`src/rtl/router_reg.sv`:
```
`default_nettype none
//------------------------------------------------------------------------------
//  Module      : router_reg
//  Description : Byte-path register block of a packet router. It captures the
//                header, forwards header/payload/parity bytes to the selected
//                output FIFO, parks the byte that arrives while the FIFO is
//                full, and checks packet parity.
//
//  Ports       : clk            rising-edge clock
//                rst            synchronous reset, active-low
//                pkt_valid      source byte valid (low on the parity byte)
//                data_in[7:0]   source byte: header, payload or parity
//                fifo_full      full flag of the selected output FIFO
//                detect_add     controller state DECODE_ADDRESS
//                lfd_state      controller state LOAD_FIRST_DATA
//                ld_state       controller state LOAD_DATA
//                laf_state      controller state LOAD_AFTER_FULL
//                full_state     controller state FIFO_FULL_STATE
//                rst_int_reg    controller request to clear low_pkt_valid
//                dout[7:0]      byte presented to the FIFO write data
//                parity_done    parity byte received and captured
//                low_pkt_valid  pkt_valid fell during LOAD_DATA
//                err            parity mismatch for the completed packet
//
//  Revision    : 1.0  initial release
//------------------------------------------------------------------------------
module router_reg (
    input  logic       clk,
    input  logic       rst,
    input  logic       pkt_valid,
    input  logic [7:0] data_in,
    input  logic       fifo_full,
    input  logic       detect_add,
    input  logic       lfd_state,
    input  logic       ld_state,
    input  logic       laf_state,
    input  logic       full_state,
    input  logic       rst_int_reg,
    output logic [7:0] dout,
    output logic       parity_done,
    output logic       low_pkt_valid,
    output logic       err
);

    // Address value 3 does not correspond to any output port.
    localparam logic [1:0] c_BAD_ADDR = 2'b11;

    logic [7:0] r_hdr_byte;    // header of the packet in flight
    logic [7:0] r_full_byte;   // byte parked while the FIFO was full
    logic [7:0] r_int_parity;  // running XOR of header and payload
    logic [7:0] r_pkt_parity;  // parity byte sent by the source

    // Conditions shared by several registers.
    logic w_hdr_capture;
    logic w_ld_write;
    logic w_ld_park;
    logic w_ld_parity;
    logic w_laf_parity;

    assign w_hdr_capture = detect_add && pkt_valid && (data_in[1:0] != c_BAD_ADDR);
    assign w_ld_write    = ld_state && !fifo_full;
    assign w_ld_park     = ld_state && fifo_full;
    // Parity byte arrives in LOAD_DATA with room in the FIFO.
    assign w_ld_parity   = ld_state && !pkt_valid && !fifo_full;
    // Parity byte was parked in r_full_byte and is replayed once in LOAD_AFTER_FULL.
    assign w_laf_parity  = laf_state && low_pkt_valid && !parity_done;

    always_ff @(posedge clk) begin
        if (!rst) begin
            dout          <= 8'h00;
            r_hdr_byte    <= 8'h00;
            r_full_byte   <= 8'h00;
            r_int_parity  <= 8'h00;
            r_pkt_parity  <= 8'h00;
            parity_done   <= 1'b0;
            low_pkt_valid <= 1'b0;
            err           <= 1'b0;
        end else begin
            // Header capture; an unroutable address leaves the old header.
            if (w_hdr_capture) begin
                r_hdr_byte <= data_in;
            end

            // FIFO data path. State inputs lead by one cycle, so the header
            // lands on dout the cycle after lfd_state.
            if (lfd_state) begin
                dout <= r_hdr_byte;
            end else if (w_ld_write) begin
                dout <= data_in;
            end else if (laf_state) begin
                dout <= r_full_byte;
            end

            // Park the byte that could not be written; it is replayed from
            // here in LOAD_AFTER_FULL so nothing is lost or duplicated.
            if (w_ld_park) begin
                r_full_byte <= data_in;
            end

            if (rst_int_reg) begin
                low_pkt_valid <= 1'b0;
            end else if (ld_state && !pkt_valid) begin
                low_pkt_valid <= 1'b1;
            end

            if (detect_add) begin
                parity_done <= 1'b0;
            end else if (w_ld_parity || w_laf_parity) begin
                parity_done <= 1'b1;
            end

            // A payload byte seen with fifo_full high is still accumulated
            // here: it is parked and written exactly once later, while the
            // FIFO_FULL_STATE repeat of the same byte is excluded.
            if (detect_add) begin
                r_int_parity <= 8'h00;
            end else if (lfd_state) begin
                r_int_parity <= r_int_parity ^ r_hdr_byte;
            end else if (ld_state && pkt_valid && !full_state) begin
                r_int_parity <= r_int_parity ^ data_in;
            end

            if (detect_add) begin
                r_pkt_parity <= 8'h00;
            end else if (w_ld_parity) begin
                r_pkt_parity <= data_in;
            end else if (w_laf_parity) begin
                r_pkt_parity <= r_full_byte;
            end

            // Compared one cycle after parity_done rises, when both parity
            // registers hold their final values.
            if (detect_add) begin
                err <= 1'b0;
            end else if (parity_done) begin
                err <= (r_int_parity != r_pkt_parity);
            end
        end
    end

endmodule
`default_nettype wire

```
`config.mk`:
```
export PLATFORM = sky130hd
export DESIGN_NAME = router_reg
export DESIGN_NICKNAME = d
export VERILOG_FILES = /design/src/rtl/router_reg.sv
export SDC_FILE = /design/constraint.sdc
export NUM_CORES = 1
export LEC_CHECK = 0
export CAP_MARGIN = 20
export CORE_UTILIZATION = 40
export CTS_BUF_LIST = sky130_fd_sc_hd__clkbuf_4 sky130_fd_sc_hd__clkbuf_8
export DETAILED_ROUTE_END_ITERATION = 8
export PLACE_DENSITY = 0.72
export SLEW_MARGIN = 20
export SYNTH_ARGS = -nofsm -noshare
export SYNTH_HDL_FRONTEND = slang
export SYNTH_SLANG_ARGS = --single-unit
```
`constraint.sdc`:
```
create_clock -name clk -period 2.6 [get_ports clk]
set_input_delay 0.78 -clock clk [delete_from_list [all_inputs] [get_ports clk]]
set_output_delay 0.78 -clock clk [all_outputs]
set_load 0.05 [all_outputs]
```
==> run_results.csv, run 1 <==
group,metric,value,unit
routing,drcViolationCount,0,
clock_tree,root_buffer,"clkbuf_8",
worst_setup_path,critPathMaxStageDelay,840,ps
routing,dr.pass1.iters,4,
floorplanning,core,4790,um^2
grt,grt_pass1_vias,1547,
worst_setup_path,crit_chain,"clkdlybuf4s50_1",
sta,max_slew.worst_pin.slew,512,ps
sta,clock_skew,6.69,ps
finish,final_net_count,278,
clock_tree,cts_tree,"done",
synth,synth-edff-count,0,
power_and_ir_drop,p_leak,0.903,nW
synth,synth_warnings,0,
floorplanning,io-pin-count,29,
sta,period_minus_slack,2350,ps
grt,overflow,0,
place,port_buffers,28,
finish,multi_input_area,1050,um^2
clock_tree,cts_buffers,5,
routing,vias,1705,
worst_setup_path,worst_setup_path_start_kind,"flop",
synth,synth-async-reset-ratio,0,%
grt,grt_pass1_wl,8.09,mm
floorplanning,rows,25,
place,gp_congestion,0.899,
sta,max_clock_freq,0.426,GHz
finish,n_antenna_cell,0,
synth,synth_area_per_cell,8.71,um^2
synth,yosys_register_bits,43,
synth,synth_flop_cell,"dfxtp_1",
worst_setup_path,cpLargestDelayFamily,"buffers and inverters",
floorplanning,die_h,72.8,um
grt,grt_max_degree,27,
synth,synth.area.top_cells,"dfxtp_1, nand2_1, xor2_1",
synth,synth.cell_area,2000,um^2
power_and_ir_drop,power_density,583,nW/um^2
synth,seq_area_frac_synth,43.0,%
worst_setup_path,cp_max_fo,6,
sta,slew_viol_final,0,
worst_hold_path,hold_path_class,"reg -> reg",
clock_tree,htree_levels,2,
routing,drtAntennaViolNets,0,
finish,drive_above_1_share,9.23,%
finish,area_delta_synth_final,23.2,%
sta,fin_crit_sh,90.2,%
worst_setup_path,crit_type,"reg -> out",
routing,drt-total-wl,4.89,mm
sta,setup_tns,0,ps
floorplanning,initial_utilization,41.9,%
power_and_ir_drop,vdd_drop_max,0.321,mV
floorplanning,die-area,5290,um^2
routing,avgViaCountPerCell,5.21,
finish,regArea,861,um^2
routing,wire_per_inst,15.0,um
grt,antenna_found_initial,0,
place,dpl_cell_area,2360,um^2
flow_run,maxCapViolCount,0,
sta,rsz0062_at_grt,"no",
clock_tree,hold_buffers,0,
routing,drt_iter0_drc,143,
synth,synthesis.nets,248,
clock_tree,clk_pin_slew,80,ps
status,status,"finished, final reports clean",
finish,fill_cells,451,
synth,synthCells,230,
sta,relSlewSlack,65.8,%
clock_tree,clock_path_buffers,2,
sta,setup_viol,0,
finish,design_area,2470,um^2
synth,synth.distinct_cells,33,
sta,finalHoldViolCount,0,
worst_setup_path,worst-path-buf-inv,1,
finish,final_cell_mix,"nand2_1, dfxtp_1, clkdlybuf4s50_1, nor2_1, xor2_1",
place,dpl.hpwl,3.61,mm
synth,synth_top_area_cell,"dfxtp_1",
worst_setup_path,worstPathArrival,1570,ps
clock_tree,postCtsSetupRepairBufs,0,
clock_tree,clk-insertion-delay-late,300,ps
worst_setup_path,cp.required,1820,ps
clock_tree,cts_resized,0,
grt,grtUsageTotal,20.8,%
worst_setup_path,crit_slowest_cell,"clkdlybuf4s50_1",
synth,synth_top_area_share,43.0,%
clock_tree,cts_num_sinks,43,
worst_setup_path,endpoint_kind,"output pin",
floorplanning,chipWidth,72.8,um
[worst register-to-register path: stages (launching register included)]
cell,delay (ps)
dfxtp_1,350
nand2_1,90
nor2_2,290
nand2_1,110
a311oi_1,270
[registers in the layout, summed over array words and instances (netlist names)]
| name | cells |
|---|---|
| dout | 8 |
| err | 1 |
| low_pkt_valid | 1 |
| parity_done | 1 |
| r_full_byte | 8 |
| r_hdr_byte | 8 |
| r_int_parity | 8 |
| r_pkt_parity | 8 |
[per-stage QoR]
step                utilization (%)  instances  worst slack [ps]  hold slack [ps]  total power, mW
floorplan                         -        230               889              457            0.851
global placement               49.3        320               361              445            0.937
detailed placement             49.3        320               350              444            0.940
CTS                            51.6        327               246              455             1.45
global route                   51.6        327               184              478             1.50
finish                         51.6        327               254              454             1.44
[Yosys cell counts (2+ instances only)]
master,number
nor3_1,6
buf_2,5
mux2i_1,8
a21boi_0,8
a22oi_2,2
nand3_1,8
nor2_1,19
a22oi_1,6
a311oi_1,8
a21oi_1,2
dfxtp_1,43
xor2_1,11
inv_1,7
nand2_1,43
a21boi_1,8
a221o_1,8
buf_4,3
nand2b_1,2
nor2_2,2
clkbuf_1,5
nor2b_1,10
xnor2_1,5
[power by group]
group	internal [mW]	switching, mW
sequential	0.685	0.0202
combinational	0.0949	0.125
clock	0.292	0.223
[per-layer routing]
metal | vias to the layer above | GRT usage (%) | part of all wire, %
met5 | - | 0 | 0
met4 | 0 | 6.97 | 1.3
met3 | 7 | 5.11 | 5.6
met2 | 50 | 32.2 | 47
met1 | 795 | 28.3 | 46
li1 | 853 | - | -
[layout make-up]
| type | instances | area share (%) |
|---|---|---|
| Sequential cell | 43 | 34.9 |
| Tap cell | 67 | 3.40 |
| Clock buffer | 6 | 3.09 |
| Clock inverter | 1 | 1.22 |
| Inverter | 7 | 1.06 |
| Multi-Input combinational cell | 167 | 42.5 |
| Timing Repair Buffer | 36 | 13.8 |
[final timing paths]
check,startpoint,endpoint,slack [ps],cells past startpoint
worst min-delay path,dout[2]$_SDFFE_PN0P_,dout[2]$_SDFFE_PN0P_,450,2
worst max-delay path,parity_done$_SDFFE_PP0P_,parity_done,250,1
worst min register to register,dout[2]$_SDFFE_PN0P_,dout[2]$_SDFFE_PN0P_,450,2
worst max register to register,low_pkt_valid$_SDFFE_PP0N_,r_pkt_parity[6]$_SDFFE_PP0P_,1390,4
[logic make-up (layout without fill, tap and decap cells)]
kind of cell / after synthesis / count (layout) / synth area share (%)
xor+xnor: 16 / 16 / 7.00
mux: 8 / 8 / 4.00
flops: 43 / 43 / 43.0
simple gates: 99 / 99 / 23.2
buf+inv: 20 / 50 / 4.62
compound gates: 44 / 44 / 18.2
(Power assumes the default switching activity.)
==> run 2, diff against run 1 <==
CORE_MARGIN = 5   (was default)
GPL_ROUTABILITY_DRIVEN = 0   (was default)
==> run 2 against run 1 <==
Compared with the run above: clock-buffer cell count shrank 1; critical path depth unchanged; design area grew 0.91%; register-to-register slack got worse by 90 ps; combinational power barely moved; clock skew is 0.76 ps lower; critical path type unchanged; critical endpoint unchanged; largest cell class unchanged; highest routed layer unchanged.
==> run_results.csv, run 2 (synthesis gave the netlist of run 1 again) <==
group,metric,value,unit
status,status,"finished, final reports clean",
grt,grt_pass1_vias,1650,
routing,avgViaCountPerCell,5.25,
clock_tree,cts_resized,0,
grt,overflow,0,
worst_hold_path,hold_end,"dout[7]$_SDFFE_PN0P_",
worst_setup_path,ff2ff_setup_slack,1300,ps
sta,clock_skew,5.92,ps
clock_tree,cts_tree,"done",
worst_hold_path,min_from,"dout[7]$_SDFFE_PN0P_",
sta,max_slew.worst_pin.slew,646,ps
worst_setup_path,worst_setup_path_start_kind,"flop",
floorplanning,die_h,80.8,um
place,dp_slack,292,ps
worst_setup_path,critPathMaxStageDelay,840,ps
floorplanning,die-area,6520,um^2
grt,grt_pass1_wl,8.27,mm
finish,final_cell_mix,"nand2_1, dfxtp_1, clkdlybuf4s50_1, nor2_1, xor2_1",
finish,fill_cells,461,
floorplanning,io-pin-count,29,
power_and_ir_drop,power_density,623,nW/um^2
worst_setup_path,cp_max_fo,6,
grt,grt_max_degree,27,
sta,slew_viol_final,0,
sta,finalHoldViolCount,0,
power_and_ir_drop,vdd_drop_max,0.273,mV
power_and_ir_drop,p_leak,0.908,nW
flow_run,maxCapViolCount,0,
routing,wire_per_inst,15.2,um
floorplanning,rows,25,
worst_hold_path,hold_path_class,"reg -> reg",
clock_tree,cts_num_sinks,43,
place,port_buffers,28,
worst_setup_path,r2r-start,"low_pkt_valid$_SDFFE_PP0N_",
grt,antenna_found_initial,0,
routing,drcViolationCount,0,
floorplanning,core,4790,um^2
finish,final_net_count,277,
finish,area_delta_synth_final,24.3,%
clock_tree,cts_buffers,5,
routing,dr.pass1.iters,5,
sta,fin_hold_ws,457,ps
clock_tree,postCtsSetupRepairBufs,0,
worst_setup_path,worstPathArrival,1580,ps
routing,vias,1716,
place,dpl_cell_area,2350,um^2
clock_tree,htree_levels,2,
clock_tree,root_buffer,"clkbuf_8",
sta,worst_slack,242,ps
worst_setup_path,worst-path-buf-inv,1,
sta,relSlewSlack,56.9,%
sta,max_clock_freq,0.424,GHz
worst_hold_path,hold_depth,2,
worst_setup_path,cpLargestDelayFamily,"buffers and inverters",
finish,design_area,2490,um^2
floorplanning,chipWidth,80.8,um
routing,drtAntennaViolNets,0,
place,dp.cells,319,
worst_setup_path,endpoint_kind,"output pin",
clock_tree,clock_path_buffers,2,
clock_tree,clk-insertion-delay-late,300,ps
worst_setup_path,cp.required,1820,ps
finish,n_antenna_cell,0,
clock_tree,hold_buffers,0,
worst_setup_path,worst_r2r_path_depth,4,
floorplanning,initial_utilization,41.9,%
sta,setup_tns,0,ps
finish,fin_util,52.0,%
grt,grtUsageTotal,16.5,%
finish,final_cells,327,
sta,rsz0062_at_grt,"no",
routing,drt_iter0_drc,163,
sta,setup_viol,0,
power_and_ir_drop,total_power,1.55,mW
place,dpl.hpwl,3.62,mm
clock_tree,clk_pin_slew,80,ps
worst_setup_path,crit_chain,"clkdlybuf4s50_1",
finish,drive_above_1_share,9.23,%
finish,regArea,861,um^2
sta,period_minus_slack,2360,ps
sta,fin_crit_sh,90.7,%
worst_setup_path,regToRegEndpoint,"r_pkt_parity[6]$_SDFFE_PP0P_",
worst_setup_path,crit_type,"reg -> out",
worst_setup_path,crit_slowest_cell,"clkdlybuf4s50_1",
finish,multi_input_area,1050,um^2
routing,drt-total-wl,4.98,mm
-- run 2: changes by cell type in the layout (fill, tap and decap cells not counted) --
| cell | delta |
|---|---|
| bufinv_16 | +1 |
| clkinvlp_4 | +1 |
| buf_4 | -1 |
| clkbuf_4 | -1 |
-- run 2: where the power goes --
group	leakage, nW	switching [mW]	internal, mW
Sequential	0.351	0.0204	0.685
Combinational	0.493	0.124	0.0939
Clock	0.0644	0.244	0.383
-- run 2: layout make-up --
type	count	area share [%]
multi-input combinational	167	42.2
sequential	43	34.6
timing repair buffer	35	13.4
tap	67	3.37
clock buffer	5	2.76
clock inverter	3	2.71
inverter	7	1.06
-- run 2: routing by layer --
| layer | part of all wire [%] | global-route usage [%] |
|---|---|---|
| met1 | 45 | 21.7 |
| met2 | 47 | 26.2 |
| met3 | 6.3 | 4.43 |
| met4 | 1.8 | 5.91 |
| met5 | 0 | 0 |
-- run 2: worst max-delay path by stage --
| stage | slack, ps | cells past startpoint | from | to |
|---|---|---|---|---|
| after global placement | 350 | 5 | fifo_full | dout[7]$_SDFFE_PN0P_ |
| final | 240 | 1 | parity_done$_SDFFE_PP0P_ | parity_done |
| after detailed placement | 290 | 5 | fifo_full | dout[3]$_SDFFE_PN0P_ |
| after CTS | 230 | 1 | parity_done$_SDFFE_PP0P_ | parity_done |
| after floorplan | 890 | 6 | lfd_state | r_int_parity[2]$_SDFFE_PP0P_ |
| after global routing | 180 | 1 | parity_done$_SDFFE_PP0P_ | parity_done |
==> run 3, diff against run 2 <==
GPL_ROUTABILITY_DRIVEN = default   (was 0)
==> results of run 3 <==
Final layout, timing and power as in run 2 (identical DEF).
